===== config.mk =====
export PLATFORM = sky130hd
export DESIGN_NAME = mat_mul_seq
export DESIGN_NICKNAME = d
export VERILOG_FILES = /design/src/rtl/mat_mul_seq.sv
export SDC_FILE = /design/constraint.sdc
export NUM_CORES = 2
export LEC_CHECK = 0
export ABC_AREA = 1
export BUFFER_PORTS_ARGS = -buffer_cell sky130_fd_sc_hd__buf_4
export CAP_MARGIN = 15
export CORE_UTILIZATION = 40
export DETAILED_ROUTE_END_ITERATION = 8
export PLACE_DENSITY = 0.72
export SLEW_MARGIN = 15
export SYNTH_ARGS = -nofsm -noshare
export SYNTH_HDL_FRONTEND = slang
export SYNTH_SLANG_ARGS = --single-unit

===== constraint.sdc =====
create_clock -name clk -period 53.8 [get_ports clk]
set_clock_uncertainty 0.15 [all_clocks]
set_input_delay 2.69 -clock clk [delete_from_list [all_inputs] [get_ports clk]]
set_output_delay 2.69 -clock clk [all_outputs]
set_load 0.05 [all_outputs]

===== src/rtl/mat_mul_seq.sv =====
// mat_mul_seq: sequencer for an N x N signed matrix product C = A x B.
// It latches both operands on start, then visits each result index (i, j)
// in row-major order. For each index it presents row i of A and column j of B
// to the external inner-product unit and stores that unit's answer into mat_c.
// Overflow reports from the unit are OR-ed into one sticky flag.
module mat_mul_seq #(
  parameter int N = 5,
  parameter int W = 8
) (
  input  logic             clk,
  input  logic             rst,
  input  logic             start,
  input  logic [N*N*W-1:0] mat_a,
  input  logic [N*N*W-1:0] mat_b,
  output logic [N*W-1:0]   lin,
  output logic [N*W-1:0]   col,
  input  logic [W-1:0]     prod_in,
  input  logic             ovf_in,
  output logic [N*N*W-1:0] mat_c,
  output logic             busy,
  output logic             done,
  output logic             ovf
);

  localparam int MW = N*N*W;
  localparam int IW = (N > 1) ? $clog2(N) : 1;
  localparam logic [IW-1:0] LAST = IW'(N-1);

  typedef enum logic [1:0] {IDLE, RUN, DONE} state_t;

  state_t        state;
  logic [MW-1:0] a_q;
  logic [MW-1:0] b_q;
  logic [IW-1:0] row;
  logic [IW-1:0] cidx;

  // Present row `row` of latched A and column `cidx` of latched B to the inner-product unit
  always_comb begin
    lin = '0;
    col = '0;
    for (int t = 0; t < N; t++) begin
      lin[N*W-1-W*t -: W] = a_q[MW-1-W*(N*int'(row)+t) -: W];
      col[N*W-1-W*t -: W] = b_q[MW-1-W*(N*t+int'(cidx)) -: W];
    end
  end

  // Control FSM: latch operands, walk the indices, collect results, pulse done
  always_ff @(posedge clk or posedge rst) begin
    if (rst) begin
      state <= IDLE;
      a_q   <= '0;
      b_q   <= '0;
      row   <= '0;
      cidx  <= '0;
      mat_c <= '0;
      busy  <= 1'b0;
      done  <= 1'b0;
      ovf   <= 1'b0;
    end else begin
      case (state)
        IDLE: begin
          done <= 1'b0;
          if (start) begin
            a_q   <= mat_a;
            b_q   <= mat_b;
            mat_c <= '0;
            ovf   <= 1'b0;
            row   <= '0;
            cidx  <= '0;
            busy  <= 1'b1;
            state <= RUN;
          end
        end
        RUN: begin
          mat_c[MW-1-W*(N*int'(row)+int'(cidx)) -: W] <= prod_in;
          ovf <= ovf | ovf_in;
          if (cidx == LAST) begin
            cidx <= '0;
            if (row == LAST) begin
              row   <= '0;
              busy  <= 1'b0;
              done  <= 1'b1;
              state <= DONE;
            end else begin
              row <= row + 1'b1;
            end
          end else begin
            cidx <= cidx + 1'b1;
          end
        end
        DONE: begin
          done  <= 1'b0;
          state <= IDLE;
        end
        default: begin
          busy  <= 1'b0;
          done  <= 1'b0;
          state <= IDLE;
        end
      endcase
    end
  end

endmodule

==> results_dict.tcl <==
set metrics [dict create \
    cts_buffer_depth 3 \
    muxShareOfSynthArea_pct 0.670 \
    root_buffer "clkbuf_16" \
    synth_compound_area_share_pct 19.6 \
    cts.clk_slew.worst_paths_ns 0.06 \
    yosys-top-cells-area "dfrtp_1 (41%), nand2_1 (20%), o21ai_0 (12%)" \
    syn_inst 5449 \
    cp_num_buf_inv 7 \
    maxSlewViolCount 0 \
    crit_path_end_kind "output pin" \
    max_freq_mhz 103 \
    synth_simple_gate_area_share_pct 28.9 \
    async_reset_ff_share_pct 100 \
    synth-edff-count 0 \
    synth_top_cell_by_area "dfrtp_1" \
    yosysSeqAreaShare_pct 40.9 \
    place_ws_ns 44.99 \
    ant_nets 0 \
    design.die.area_um2 94600 \
    synth_fa_ha_area_share_pct 1.16 \
    drtIter0Drc 5334 \
    wl_um 162000 \
    drc 0 \
    worstMarginPinSlew_ns 1.14 \
    drive_above_1_share_pct 15.9 \
    setup_violations 0 \
    cts_inserted_buffers 72 \
    synthXorXnorAreaFrac_pct 0.844 \
    clock_sinks 611 \
    synth_seq_cells 611 \
    hp-class "reg -> reg" \
    syn_avg_cell_area_um2 6.86 \
    path_max_fanout 101 \
    row_count 111 \
    coreArea_um2 92100 \
    dp_hpwl_um 122000 \
    multi_input_comb_area_um2 19200 \
    cp-start-kind "flop" \
    synthesis.nets 5895 \
    cpMaxStageDelayCell "ha_2" \
    layout.nets 6354 \
    crit_path_max_incr_delay_ns 0.95 \
    fin_ws_ns 44.11 \
    vias 40200 \
    cap_violations 0 \
    final-hold-violation-count 0 \
    die_y_um 308 \
    synth.distinct_cells 64 \
    yosys_warnings 0 \
    drt-pass1-iter-count 9 \
    overflow 0 \
    cts_resized 0 \
    port_buffers 694 \
    register_area_um2 15300 \
    fin_crit_ns 9.69 \
    ioPinCount 695 \
    synthFlopType "dfrtp_1" \
    syn_to_final_growth_pct 22.0 \
    cts_tree "done" \
    critPathArrivalTime_ns 6.85 \
    gp_congestion 1.00 \
    grt_pass1_wl_um 237000 \
    setup.worst_path.class "reg -> out" \
    relSlewSlack_pct 24.0 \
    initial_core_util_pct 40.6 \
    viasPerCell 5.58 \
    cts.htree.levels 3 \
    tns_ns 0 \
    crit_chain "clkinv_1 > ha_2 > buf_4 > nand2_1 > nand2_2 > buf_4 > inv_2 > buf_4 > nand2_1 > o21ai_0 > or2_2 > o211ai_1 > o21ai_0 > nand3_1 > a21o_1 > inv_1 > buf_4" \
    clk_latency_ns 0.64 \
    cts_setup_buffers 0 \
    period_share_pct 18.0 \
    cp_top_family "buffers and inverters" \
    status "finished clean" \
    nFillCells 9144 \
    rsz0062_at_grt "no" \
    grt_max_degree 234 \
    synth.cell_area_um2 37400 \
    yosysTopAreaCellShare_pct 40.9 \
    worstPathRequired_ns 50.96 \
    grt_use_total_pct 33.2 \
    first_global_vias 37200 \
    crit_path_frequent_cell "buf_4" \
    wl_per_cell_um 22.5 \
    postCtsHoldBufs 0 \
    antenna_found_initial 6 \
    synth_top_family_by_area "simple AND/OR/NAND/NOR gates" \
    die_x_um 308 \
]
==> state kept, by name, summed over array words and instances (netlist names) <==
signal	count
cidx	3
state	2
done	1
b_q	200
busy	1
ovf	1
a_q	200
row	3
mat_c	200
==> worst register-to-register path: stages (launching register included) <==
cell and delay [ns]:
dfrtp_4 0.92, ha_1 0.76, inv_1 0.59, ha_1 0.37
nand2_1 0.14, nand3_2 0.12, nand2_1 0.64, inv_2 0.42
nor2_1 0.51, nand3_1 0.45, nand3_1 0.21, nand2_1 0.06
==> cell families after synthesis <==
| kind of cell | count (synthesis) |
|---|---|
| flops | 611 |
| buf+inv | 760 |
| mux | 25 |
| xor+xnor | 30 |
| fa+ha+maj | 34 |
| compound gates | 1334 |
| simple gates | 2655 |
==> per-layer routing <==
metal	wire, um	track usage [%]
met1	64600	43.0
met2	73700	52.6
met3	13100	5.20
met4	10600	19.0
met5	8	0
==> path summary, 6_finish.rpt <==
check | start | end | slack [ns] | cells past startpoint
setup reg to reg | row[0] | mat_c[158] | 48.33 | 11
setup / recovery | row[0] | lin[13] | 44.11 | 17
hold reg to reg | state[0] | busy | 0.32 | 1
hold / removal | state[0] | busy | 0.32 | 1
min in group asynchronous | rst | b_q[182] | 2.05 | 2
max in group asynchronous | rst | mat_c[33] | 48.93 | 4
==> area by class of cell <==
class / count / share of cell area, %
Multi-Input combinational cell: 4078 / 42.0
Sequential cell: 611 / 33.5
Timing Repair Buffer: 744 / 12.3
Clock buffer: 103 / 4.68
Tap cell: 1243 / 3.41
Inverter: 401 / 3.34
Clock inverter: 21 / 0.642
Antenna cell: 5 / 0.0274
==> layout by cell type, fill, tap and decap left out, types with 67 or more instances in the layout <==
| cell | netlist | final |
|---|---|---|
| dfrtp_1 | 611 | 609 |
| o211ai_1 | 67 | 67 |
| clkbuf_16 | 0 | 76 |
| buf_4 | 6 | 741 |
| o21ai_0 | 926 | 926 |
| inv_1 | 374 | 371 |
| a21oi_1 | 151 | 151 |
| nand3_1 | 316 | 316 |
| nand2_1 | 2015 | 2012 |
| nor2_1 | 205 | 203 |
==> per-stage QoR <==
step	hold slack, ns	utilization (%)	cells	area (um^2)
finish	0.319	49.5	7206	45600
global route	0.334	49.5	7202	45600
CTS	0.324	49.5	7201	45600
detailed placement	0.309	46.9	7077	43100
global placement	0.307	46.9	7076	43100
floorplan	0.294	-	5449	37400
==> synthesized netlist by cell type (7+ instances only) <==
library cell / instances
o22ai_1: 27
a21oi_1: 151
and3_1: 10
o31ai_1: 14
nand2_1: 2015
clkbuf_1: 268
inv_1: 374
xor2_1: 16
nor2_1: 205
o221ai_1: 10
inv_2: 17
o211ai_1: 67
xnor2_1: 7
ha_1: 33
o311ai_0: 9
a211oi_1: 15
clkinv_1: 9
a22oi_1: 17
buf_1: 18
o21ai_0: 926
a31oi_1: 22
nand3_1: 316
dfrtp_1: 611
a21o_1: 8
nor2_4: 10
mux2i_1: 25
or2_2: 10
o21ai_1: 15
buf_2: 64
nor3_1: 10
nand4_1: 48
a221oi_1: 17
Power is not shown: default switching activity piles up to over one toggle a cycle in this logic, so the estimate is an artifact.
